`config.mk`:
```
export PLATFORM = sky130hd
export DESIGN_NAME = branch_predict_unit
export DESIGN_NICKNAME = d
export VERILOG_FILES = /design/src/rtl/branch_pkg.sv /design/src/rtl/branch_cond.sv /design/src/rtl/branch_predict_unit.sv
export SDC_FILE = /design/constraint.sdc
export NUM_CORES = 1
export LEC_CHECK = 0
export CAP_MARGIN = 15
export CORE_MARGIN = 4
export CORE_UTILIZATION = 45
export CTS_CLUSTER_SIZE = 40
export DETAILED_ROUTE_END_ITERATION = 12
export PLACE_DENSITY_LB_ADDON = 0.3
export SYNTH_ARGS = -nofsm -noshare
export SYNTH_HDL_FRONTEND = slang
export SYNTH_HIERARCHICAL = 1
export SYNTH_SLANG_ARGS = --single-unit
```
`constraint.sdc`:
```
create_clock -name clk -period 3.1 [get_ports clk]
set_clock_uncertainty 0.1 [all_clocks]
set_input_delay 0.31 -clock clk [delete_from_list [all_inputs] [get_ports clk]]
set_output_delay 0.31 -clock clk [all_outputs]
set_load 0.1 [all_outputs]
```
`src/rtl/branch_pkg.sv`:
```
// Shared branch encodings: func3 codes, 2-bit counter states and saturating helpers.
package branch_pkg;

    localparam logic [2:0] F3_BEQ  = 3'b000;
    localparam logic [2:0] F3_BNE  = 3'b001;
    localparam logic [2:0] F3_BLT  = 3'b100;
    localparam logic [2:0] F3_BGE  = 3'b101;
    localparam logic [2:0] F3_BLTU = 3'b110;
    localparam logic [2:0] F3_BGEU = 3'b111;

    localparam logic [1:0] SNT = 2'b00;
    localparam logic [1:0] WNT = 2'b01;
    localparam logic [1:0] WT  = 2'b10;
    localparam logic [1:0] ST  = 2'b11;

    function automatic logic [1:0] sat_inc(input logic [1:0] c);
        return (c == ST) ? ST : c + 2'b01;
    endfunction

    function automatic logic [1:0] sat_dec(input logic [1:0] c);
        return (c == SNT) ? SNT : c - 2'b01;
    endfunction

endpackage

```
`src/rtl/branch_cond.sv`:
```
// Combinational branch condition evaluator; latency 0, no backpressure.
// Reserved func3 codes (010/011) evaluate not-taken and flag illegal.
module branch_cond
    import branch_pkg::*;
#(
    parameter int XLEN = 32
) (
    input  logic [2:0]      func3,
    input  logic [XLEN-1:0] rs1,
    input  logic [XLEN-1:0] rs2,
    output logic            taken,
    output logic            illegal
);

    always_comb begin
        taken   = 1'b0;
        illegal = 1'b0;
        case (func3)
            F3_BEQ:  taken = (rs1 == rs2);
            F3_BNE:  taken = (rs1 != rs2);
            F3_BLT:  taken = ($signed(rs1) <  $signed(rs2));
            F3_BGE:  taken = ($signed(rs1) >= $signed(rs2));
            F3_BLTU: taken = (rs1 <  rs2);
            F3_BGEU: taken = (rs1 >= rs2);
            default: illegal = 1'b1;
        endcase
    end

endmodule

```
`src/rtl/branch_predict_unit.sv`:
```
// Bimodal branch predictor with one-stage registered EX resolution and saturating stats.
// Latency: prediction combinational, resolution 1 cycle; no backpressure, flush kills.
module branch_predict_unit
    import branch_pkg::*;
#(
    parameter int         XLEN        = 32,
    parameter int         BHT_ENTRIES = 64,
    parameter int         PC_LSB      = 2,
    parameter logic [1:0] CNT_INIT    = 2'b01,
    parameter int         STAT_W      = 32
) (
    input  logic              clk,
    input  logic              rst_n,
    input  logic [XLEN-1:0]   pred_pc,
    output logic              pred_taken,
    input  logic              res_valid,
    input  logic              res_is_branch,
    input  logic [2:0]        res_func3,
    input  logic [XLEN-1:0]   res_rs1,
    input  logic [XLEN-1:0]   res_rs2,
    input  logic [XLEN-1:0]   res_pc,
    input  logic              res_pred_taken,
    input  logic              flush,
    output logic              out_valid,
    output logic              out_taken,
    output logic              out_mispredict,
    output logic              out_illegal,
    input  logic              stat_clear,
    output logic [STAT_W-1:0] stat_branches,
    output logic [STAT_W-1:0] stat_mispredicts
);

    localparam int IDX_W = $clog2(BHT_ENTRIES);

    logic [1:0]        r_bht [BHT_ENTRIES];
    logic              r_valid, r_taken, r_mis, r_illegal;
    logic [STAT_W-1:0] r_branches, r_mispredicts;

    logic [IDX_W-1:0]  w_pred_idx, w_res_idx;
    logic              w_cond_taken, w_cond_illegal;
    logic              w_accept, w_taken, w_illegal, w_mis, w_legal_br;
    logic              w_unused_pc;

    assign w_pred_idx  = pred_pc[PC_LSB +: IDX_W];
    assign w_res_idx   = res_pc[PC_LSB +: IDX_W];
    assign w_unused_pc = ^{pred_pc, res_pc};

    branch_cond #(.XLEN(XLEN)) u_cond (
        .func3   (res_func3),
        .rs1     (res_rs1),
        .rs2     (res_rs2),
        .taken   (w_cond_taken),
        .illegal (w_cond_illegal)
    );

    // Non-branches report nothing; an illegal branch mispredicts iff fetch guessed taken.
    assign w_accept   = res_valid & ~flush;
    assign w_taken    = res_is_branch & w_cond_taken;
    assign w_illegal  = res_is_branch & w_cond_illegal;
    assign w_mis      = res_is_branch & (w_taken ^ res_pred_taken);
    assign w_legal_br = w_accept & res_is_branch & ~w_cond_illegal;

    assign pred_taken = r_bht[w_pred_idx][1];

    always_ff @(posedge clk or negedge rst_n) begin
        if (!rst_n) begin
            for (int i = 0; i < BHT_ENTRIES; i++) r_bht[i] <= CNT_INIT;
        end else if (w_legal_br) begin
            r_bht[w_res_idx] <= w_taken ? sat_inc(r_bht[w_res_idx]) : sat_dec(r_bht[w_res_idx]);
        end
    end

    always_ff @(posedge clk or negedge rst_n) begin
        if (!rst_n) begin
            r_valid   <= 1'b0;
            r_taken   <= 1'b0;
            r_mis     <= 1'b0;
            r_illegal <= 1'b0;
        end else begin
            r_valid   <= w_accept;
            r_taken   <= w_accept & w_taken;
            r_mis     <= w_accept & w_mis;
            r_illegal <= w_accept & w_illegal;
        end
    end

    always_ff @(posedge clk or negedge rst_n) begin
        if (!rst_n) begin
            r_branches    <= '0;
            r_mispredicts <= '0;
        end else if (stat_clear) begin
            r_branches    <= '0;
            r_mispredicts <= '0;
        end else if (w_legal_br) begin
            if (r_branches != '1)
                r_branches <= r_branches + 1'b1;
            if (w_mis && (r_mispredicts != '1))
                r_mispredicts <= r_mispredicts + 1'b1;
        end
    end

    assign out_valid        = r_valid;
    assign out_taken        = r_taken;
    assign out_mispredict   = r_mis;
    assign out_illegal      = r_illegal;
    assign stat_branches    = r_branches;
    assign stat_mispredicts = r_mispredicts;

endmodule

```
==> flow_summary.json, run 1 <==
{
  "run_status": "finished with violations",
  "violations": "setup timing",
  "die_area_sq_um": 28500,
  "synth-edff-count": 0,
  "cts_tree": "yes",
  "critical-path-top-delay-family": "simple AND/OR/NAND/NOR gates",
  "hp-start": "stat_clear",
  "grt_pass1_vias": 10600,
  "end_kind": "register",
  "cp.required_ns": 3.31,
  "synthesis.area_sq_um": 11600,
  "drt_iter0_markers": 876,
  "syn-num-nets": 1435,
  "p_total_mw": 5.98,
  "ioPinCount": 207,
  "maxSlewViolCount": 0,
  "synth_top_area_share_pct": 28.4,
  "cp.arrival_ns": 3.38,
  "drcViolationCount": 0,
  "leakage_nw": 6.22,
  "ys_types": 76,
  "critPathKind": "in -> reg",
  "drive_above_1_share_pct": 31.6,
  "ys_dominant_reg_cell": "dfrtp_1",
  "gp_congestion": 0.822,
  "clk_latency_ns": 0.44,
  "antenna_found_initial": 0,
  "vias_per_cell": 5.90,
  "rsz0062_at_grt": "true",
  "r2r_start": "r_bht[96]",
  "timing.slew.headroom_pct": 40.5,
  "diodes": 0,
  "cts_buffers": 17,
  "power_density_nw_per_um2": 394,
  "synth_seq_area_share_pct": 42.8,
  "timing.final.ws_setup_ns": -0.0730,
  "area.sequential_sq_um": 4980,
  "cts_root_buf": "clkbuf_16",
  "syn_to_final_growth_pct": 30.1,
  "yosys_warnings": 6,
  "slowest_delay_ns": 0.40,
  "startpoint_type": "input port",
  "nFillCells": 2096,
  "postRouteAntennaNets": 0,
  "grt_pass1_wl_mm": 55.8,
  "io_buffers": 154,
  "finalCritPeriodShare_pct": 102,
  "synth.largest_area_cell": "dfrtp_1",
  "finalSetupViolations": 8,
  "die_w_um": 169,
  "grt-ovfl-total": 0,
  "min_period_ns": 3.17,
  "cp.buffers_inverters": 4,
  "dr.pass1.iters": 6,
  "syn_avg_cell_area_sq_um": 9.22,
  "worstRegToRegCells": 9,
  "die_h_um": 169,
  "finalSetupTns_ns": -0.293,
  "wire_per_inst_um": 19.3,
  "reg2reg_slack_ns": 0.29,
  "grt_usage_pct": 24.0,
  "cpMaxStageDelayCell": "a211o_2",
  "multi_input_area_sq_um": 6850,
  "dp_hpwl_mm": 22.9,
  "vdd.ir_drop.worst_mv": 0.400,
  "clkTransAtPathRegs_ns": 0.08,
  "fin_hold_ws_ns": 0.128,
  "worstReg2RegEnd": "r_bht[52]",
  "wl_mm": 34.8,
  "crit_chain": "buf_6, inv_4, ha_4, nand4_1, buf_4, nor4_4, buf_4, a211oi_2, a311oi_1, a211o_2, nor3_4, xnor2_2, or3_4, a211o_2, nor4_2, xnor2_1, nor2_1",
  "synth_area_leaders": "dfrtp_1, dfstp_2, nor2_1",
  "min_to": "stat_branches[28]",
  "core_area_sq_um": 25300,
  "place_worst_setup_slack_ns": -1.02,
  "vias": 10600,
  "cap_violations": 0,
  "hold_path_depth": 2,
  "max_freq_mhz": 315,
  "final_nets": 1634,
  "grt_max_degree": 99,
  "ctsHtreeMaxLevel": 4,
  "synthArstFlopShare_pct": 100,
  "hp-class": "in -> reg",
  "hold_viol": 0,
  "std_cell_rows": 58,
  "clk_path_buf_depth": 2,
  "cp_max_fo": 5,
  "synthCells": 1263,
  "worst_slew_pin_slew_ns": 0.889,
  "ys_seq_elements": 196,
  "cts_sinks": 196,
  "initial_core_util_pct": 46.0
}
[synthesized netlist by cell type (all sizes together) (5+ instances only)]
cell type / n
nor2: 203
nand2: 174
dfrtp: 132
a31oi: 71
dfstp: 64
o31ai: 64
nand3: 44
inv: 42
buf: 39
a21oi: 37
xnor2: 36
ha: 34
clkbuf: 30
mux4: 28
nor3: 26
mux2i: 25
o21ai: 24
nand4: 23
or3: 17
and3: 16
xor2: 13
and4: 11
nor4: 11
a221oi: 8
nand2b: 8
nor2b: 8
and2: 6
a22o: 5
a22oi: 5
o211ai: 5
[flip-flops by register name, indices dropped and copies added, names as in the netlist]
name,flops
stat_branches,32
stat_mispredicts,32
out_mispredict,1
out_illegal,1
out_valid,1
out_taken,1
r_bht,128
[worst max path at each step]
stage | startpoint | endpoint | slack [ns] | cells past startpoint
2_1_floorplan | res_rs2[1] | stat_mispredicts[29] | -0.18 | 16
3_3_place_gp | res_rs2[1] | stat_mispredicts[13] | -0.99 | 16
3_5_place_dp | res_rs2[1] | stat_mispredicts[21] | -1.02 | 15
4_1_cts | res_rs2[1] | stat_mispredicts[21] | -0.0009 | 15
5_1_grt | res_rs2[25] | stat_mispredicts[25] | -0.21 | 17
6_report | res_rs2[25] | stat_mispredicts[25] | -0.07 | 17
[through the flow]
stage,util (%),instances,cell area (sq um)
after floorplan,-,1263,11800
after global placement,55.0,1750,13900
after detailed placement,55.0,1750,13900
after CTS,58.7,1799,14900
after global routing,59.8,1805,15200
final,59.8,1805,15200
[report_power, final]
group	switching, mW	internal (mW)
clock network	1.13	1.11
logic	0.559	0.456
registers	0.0670	2.66
total	1.75	4.22
[per-layer routing]
layer	GRT usage, %	part of all wire [%]	wire length (um)	vias to the layer above
met1	31.9	42	14400	5189
met5	0	0	0	-
met3	5.11	6.9	2390	68
met2	39.7	49	17000	402
met4	7.16	2.7	949	0
li1	-	-	-	4985
[layout make-up]
| class | count | share of cell area, % |
|---|---|---|
| Multi-Input combinational cell | 957 | 45.2 |
| Sequential cell | 196 | 32.9 |
| Timing Repair Buffer | 248 | 14.1 |
| Clock buffer | 18 | 2.90 |
| Tap cell | 330 | 2.73 |
| Inverter | 42 | 1.16 |
| Clock inverter | 14 | 1.02 |
[kinds of logic after synthesis]
kind of cell	count (synthesis)	share of synthesized area [%]
and+or+nand+nor	562	22.3
xor gates and xnor gates	49	3.68
muxes	57	7.95
buffers and inverters	111	4.44
DFF	196	42.8
AOI/OAI and AO/OA	254	15.2
adders and majority gates	34	3.65
[layout by cell type, fill, tap and decap left out, types with 26 or more instances in the layout]
master	n
a31oi_1	70
buf_4	139
dfrtp_1	132
dfstp_2	64
ha_4	28
inv_2	26
mux4_2	28
nand2_1	174
nand3_1	41
nor2_1	203
o31ai_1	58
xnor2_1	35
[what timing repair did]
| action | 4_1_cts | 5_1_grt |
|---|---|---|
| endpoints found under the setup margin | 158 | 158 |
| resized for setup | 226 | 98 |
| hold buffers | 1 | 0 |
| pin swaps | 41 | 29 |
| gates cloned | 3 | 1 |
| endpoints found under the hold margin | 29 | 0 |
| buffers inserted | 13 | 6 |
(Power assumes the default switching activity.)
==> run 2, diff against run 1 <==
--- a/config.mk
+++ b/config.mk
@@ -7,10 +7,11 @@
 export LEC_CHECK = 0
 export CAP_MARGIN = 15
 export CORE_MARGIN = 4
-export CORE_UTILIZATION = 45
+export CORE_UTILIZATION = 49
 export CTS_CLUSTER_SIZE = 40
 export DETAILED_ROUTE_END_ITERATION = 12
 export PLACE_DENSITY_LB_ADDON = 0.3
+export SKIP_CTS_REPAIR_TIMING = 1
 export SYNTH_ARGS = -nofsm -noshare
 export SYNTH_HDL_FRONTEND = slang
 export SYNTH_HIERARCHICAL = 1
==> run 2 against run 1 <==
The flow still finishes with violations (setup timing). First-iteration DRC count up 8.4%. Die area down 7.8%. Global-route usage up 0.62 points. Routed wire length down 1.7%. Flip-flop and latch count unchanged. Hold slack better by 0.10 ns. Power down 0.74%. Sequential power about the same. Combinational power down 6%. Critical endpoint is now stat_mispredicts[5].
==> flow_summary.json, run 2 (synthesis gave the netlist of run 1 again) <==
{
  "cts_sinks": 196,
  "gp_congestion": 0.889,
  "regMostFlops": "r_bht",
  "diodes": 0,
  "grt_usage_pct": 24.6,
  "seqPwrFrac_pct": 46.0,
  "core_area_sq_um": 23400,
  "syn_to_final_growth_pct": 32.0,
  "place_area_sq_um": 14000,
  "leakage_nw": 6.73,
  "ioPinCount": 207,
  "cp_max_fo": 6,
  "timing.slew.headroom_pct": 44.3,
  "p_clk_share_pct": 38.0,
  "cap_violations": 0,
  "cpMaxStageDelayCell": "o311a_4",
  "std_cell_rows": 56,
  "postRouteAntennaNets": 0,
  "cp.buffers_inverters": 3,
  "cp.arrival_ns": 3.59,
  "clkTransAtPathRegs_ns": 0.09,
  "clk_latency_ns": 0.44,
  "crit_chain": "buf_8, inv_12, ha_4, nor2b_1, o211ai_1, a21oi_2, o311a_4, o311a_4, nor3_4, xnor2_2, or3_4, a211o_4, buf_8, or3_4, a21oi_2",
  "grt_pass1_vias": 10200,
  "cts_root_buf": "clkbuf_16",
  "hp-class": "in -> reg",
  "reg2reg_slack_ns": 0.28,
  "vias_per_cell": 5.98,
  "cts_buffers": 17,
  "drive_above_1_share_pct": 27.1,
  "pwr-share-comb_pct": 16.1,
  "swShare_pct": 29.6,
  "power_density_nw_per_um2": 386,
  "dr.pass1.iters": 7,
  "max_freq_mhz": 302,
  "startpoint_type": "input port",
  "grt_max_degree": 99,
  "cp.required_ns": 3.38,
  "final_nets": 1633,
  "min_period_ns": 3.31,
  "die_w_um": 162,
  "largest_reg_flops": 128,
  "antenna_found_initial": 0,
  "critPathKind": "in -> reg",
  "vias": 10700,
  "finalCritPeriodShare_pct": 107,
  "die_h_um": 162,
  "worst_slew_pin_slew_ns": 0.836,
  "wire_per_inst_um": 19.0,
  "p_switching_mw": 1.75,
  "critical-path-top-delay-family": "compound AO/OA/AOI/OAI gates",
  "timing.final.ws_setup_ns": -0.212,
  "dp_hpwl_mm": 22.7,
  "cts_tree": "yes",
  "hold_viol": 0,
  "grt_pass1_wl_mm": 52.7,
  "run_status": "finished with violations",
  "drt_iter0_markers": 950,
  "end_kind": "register",
  "initial_core_util_pct": 49.8,
  "rsz0062_at_grt": "true",
  "vdd.ir_drop.worst_mv": 0.333,
  "mostFrequentLayoutCells": "nor2_1, nand2_1, buf_4",
  "violations": "setup timing",
  "drcViolationCount": 0,
  "grt-ovfl-total": 0,
  "fin_util_pct": 65.7,
  "maxSlewViolCount": 0,
  "final_cell_area_sq_um": 15400,
  "die_area_sq_um": 26300,
  "mostFrequentLayoutCell": "nor2_1",
  "wl_mm": 34.2,
  "slowest_delay_ns": 0.40,
  "finalSetupViolations": 27,
  "ctsHtreeMaxLevel": 4,
  "internal_power_mw": 4.18,
  "clk_path_buf_depth": 2,
  "io_buffers": 154
}
==> run 2: area by class of cell <==
type                    instances  area [sq um]
repair buffers                247          2430
fillers                      1842          8020
clock buffers                  17           425
flip-flops and latches        196          4980
well taps                     319           399
clock inverters                15           179
inverters                      42           173
multi-input cells             957          6790
==> run 2: metrics by stage <==
step                      power (mW)  instances  TNS (ns)  hold WS (ns)  setup WS, ns
after global placement          3.63       1744    -84.11         0.355        -0.999
after detailed placement        3.65       1744    -88.38         0.359         -1.05
after global routing            6.14       1793     -7.26         0.239        -0.333
final                           5.93       1793     -2.76         0.233        -0.212
after CTS                       5.89       1776    -16.23        -0.103        -0.587
after floorplan                 3.25       1263     -1.59       -0.0856        -0.184
==> run 2: power groups by stage <==
stage               Clock [mW]  Combinational, mW  Sequential [mW]
global placement             0              0.867             2.76
finish                    2.25              0.954             2.73
global route              2.37               1.03             2.74
detailed placement           0              0.882             2.77
CTS                       2.28              0.885             2.72
floorplan                    0              0.478             2.77
==> run 2: worst register-to-register path, stage by stage (launching register included) <==
cell      delay (ns)
dfstp_2         0.38
mux2_2          0.26
a221oi_2        0.27
a31oi_1         0.09
o211a_1         0.27
or3_4           0.41
o41ai_4         0.49
buf_12          0.27
a31oi_1         0.14
==> run 2: final timing paths <==
check	cells after the start	start	endpoint
worst min register to register	2	r_bht[16]	r_bht[16]
max in group asynchronous	3	rst_n	r_bht[118]
worst min-delay path	2	stat_clear	stat_mispredicts[12]
min in group asynchronous	2	rst_n	r_bht[125]
worst max register to register	8	r_bht[98]	r_bht[111]
worst max-delay path	15	res_rs2[1]	stat_mispredicts[5]
==> run 2: routing by layer <==
layer	GRT usage [%]	vias up	wire [um]
met3	6.22	60	2830
met2	39.9	460	16400
met5	0	-	0
li1	-	4978	-
met1	33.3	5225	14300
met4	6.38	0	693
==> run 3, diff against run 2 <==
==> constraint.sdc (replaced) <==
create_clock -name clk -period 3.1 [get_ports clk]
set_clock_uncertainty 0.1 [all_clocks]
set_input_delay 0.775 -clock clk [delete_from_list [all_inputs] [get_ports clk]]
set_output_delay 0.775 -clock clk [all_outputs]
set_load 0.1 [all_outputs]
==> run 3 against run 2 <==
Core utilization grew 1.4 points. Critical path depth decreased by 2. Worst setup slack lost 0.58 ns. Hold slack gained 0.024 ns. Flip-flop and latch count unchanged. The run still ends with setup timing left. Critical endpoint unchanged. Critical path type unchanged. Largest power group unchanged. Routed wire length is 0.13% higher.
==> flow_summary.json, run 3 (synthesis gave the netlist of run 1 again) <==
{
  "grt_max_degree": 68,
  "clk_latency_ns": 0.44,
  "maxSlewViolCount": 0,
  "dp_hpwl_mm": 23.3,
  "leakage_nw": 6.90,
  "min_period_ns": 3.90,
  "finalSetupViolations": 161,
  "hold_viol": 0,
  "max_freq_mhz": 257,
  "crit_chain": "dlymetal6s2s_1, ha_1, nand4_1, nor4_4, a311oi_1, a211o_2, nor3_4, xnor2_2, or3_4, a211o_4, buf_6, or3_1, a21oi_1",
  "std_cell_rows": 56,
  "rsz0062_at_grt": "true",
  "antenna_found_initial": 1,
  "cts_buffers": 17,
  "vdd.ir_drop.worst_mv": 0.338,
  "hp-class": "in -> async",
  "postRouteAntennaNets": 0,
  "grt-ovfl-total": 0,
  "die_area_sq_um": 26300,
  "violations": "setup timing",
  "cts_root_buf": "clkbuf_16",
  "wire_per_inst_um": 18.6,
  "slowest_delay_ns": 0.44,
  "die_h_um": 162,
  "final_nets": 1674,
  "cp.arrival_ns": 4.15,
  "vias_per_cell": 5.91,
  "cp_max_fo": 6,
  "timing.slew.headroom_pct": 41.6,
  "regMostFlops": "r_bht",
  "die_w_um": 162,
  "place_area_sq_um": 14300,
  "cts_tree": "yes",
  "io_buffers": 154,
  "startpoint_type": "input port",
  "m1WireLength_mm": 14.5,
  "nFillCells": 1806,
  "finalCritPeriodShare_pct": 126,
  "cap_violations": 0,
  "final_cell_area_sq_um": 15700,
  "ctsHtreeMaxLevel": 4,
  "largest_reg_flops": 128,
  "grt_pass1_vias": 10400,
  "clk_path_buf_depth": 2,
  "routed.top_layer": "met4",
  "cp.required_ns": 3.36,
  "clkTransAtPathRegs_ns": 0.07,
  "power_density_nw_per_um2": 376,
  "syn_to_final_growth_pct": 34.8,
  "timing.final.ws_setup_ns": -0.796,
  "worst_slew_pin_slew_ns": 0.870,
  "wl_mm": 34.2,
  "route.met2.wl_mm": 16.5,
  "mostFrequentLayoutCell": "nor2_1",
  "gp_congestion": 0.910,
  "grt_pass1_wl_mm": 53.2,
  "run_status": "finished with violations",
  "drcViolationCount": 0,
  "multi_input_area_sq_um": 6840,
  "area.sequential_sq_um": 4980,
  "finalSetupTns_ns": -35.58,
  "initial_core_util_pct": 49.8,
  "ioPinCount": 207,
  "end_kind": "register",
  "drive_above_1_share_pct": 30.4,
  "critPathKind": "in -> reg",
  "grt_usage_pct": 24.8,
  "vias": 10800,
  "wl_met3_mm": 2.60,
  "place_worst_setup_slack_ns": -1.64,
  "drt_iter0_markers": 890,
  "core_area_sq_um": 23400,
  "cpMaxStageDelayCell": "nor4_4",
  "cts_sinks": 196,
  "dr.pass1.iters": 6,
  "mostFrequentLayoutCells": "nor2_1, buf_4, nand2_1"
}
[run 3: changes by cell type in the layout (fill, tap and decap cells not counted), moves of 3 or more]
cell            delta
buf_12             +4
clkinv_8           -4
dlymetal6s2s_1     -8
nand2_1            -3
clkbuf_2           +7
buf_4             +38
[run 3: stage by stage]
stage,std cells,hold slack [ns],power [mW],util [%]
2_1_floorplan,1263,0.347,3.26,-
3_3_place_gp,1791,0.355,3.68,61.3
3_5_place_dp,1791,0.359,3.70,61.3
4_1_cts,1822,0.263,5.86,63.7
5_1_grt,1834,0.282,6.13,67.1
6_report,1834,0.257,5.91,67.1
[run 3: path summary, 6_finish.rpt]
path | startpoint | to | slack, ns | cells past startpoint
worst min-delay path | rst_n | r_bht[127] | 0.26 | 1
worst max-delay path | res_rs1[12] | stat_mispredicts[5] | -0.80 | 13
max in group asynchronous | rst_n | r_bht[76] | 1.80 | 2
worst max register to register | stat_mispredicts[3] | stat_mispredicts[26] | 0.20 | 8
worst min register to register | r_bht[98] | r_bht[98] | 0.37 | 2
min in group clk | r_bht[98] | r_bht[98] | 0.37 | 2
[run 3: critical path, delay by kind of cell]
kind | cells | cell delay, ns
xor gates and xnor gates | 1 | 0.11
AOI/OAI and AO/OA | 4 | 1.03
adders and majority gates | 1 | 0.30
and+or+nand+nor | 5 | 1.62
buffers and inverters | 2 | 0.30
[run 3: power breakdown]
part	leakage [nW]	switching (mW)	internal, mW
Combinational	4.14	0.543	0.456
Sequential	2.49	0.0651	2.66
Clock	0.277	1.05	1.13
Total	6.90	1.66	4.25
[run 3: layout make-up]
type	instances	area share, %
Inverter	42	1.10
Multi-Input combinational cell	957	43.6
Tap cell	319	2.54
Sequential cell	196	31.7
Antenna cell	1	0.0159
Clock buffer	17	2.71
Timing Repair Buffer	288	17.4
Clock inverter	14	0.932
[run 3: routing by layer]
metal / up-vias / track usage [%]
li1: 5063 / -
met3: 59 / 6.24
met2: 410 / 39.6
met5: - / 0
met4: 0 / 5.65
met1: 5300 / 34.4
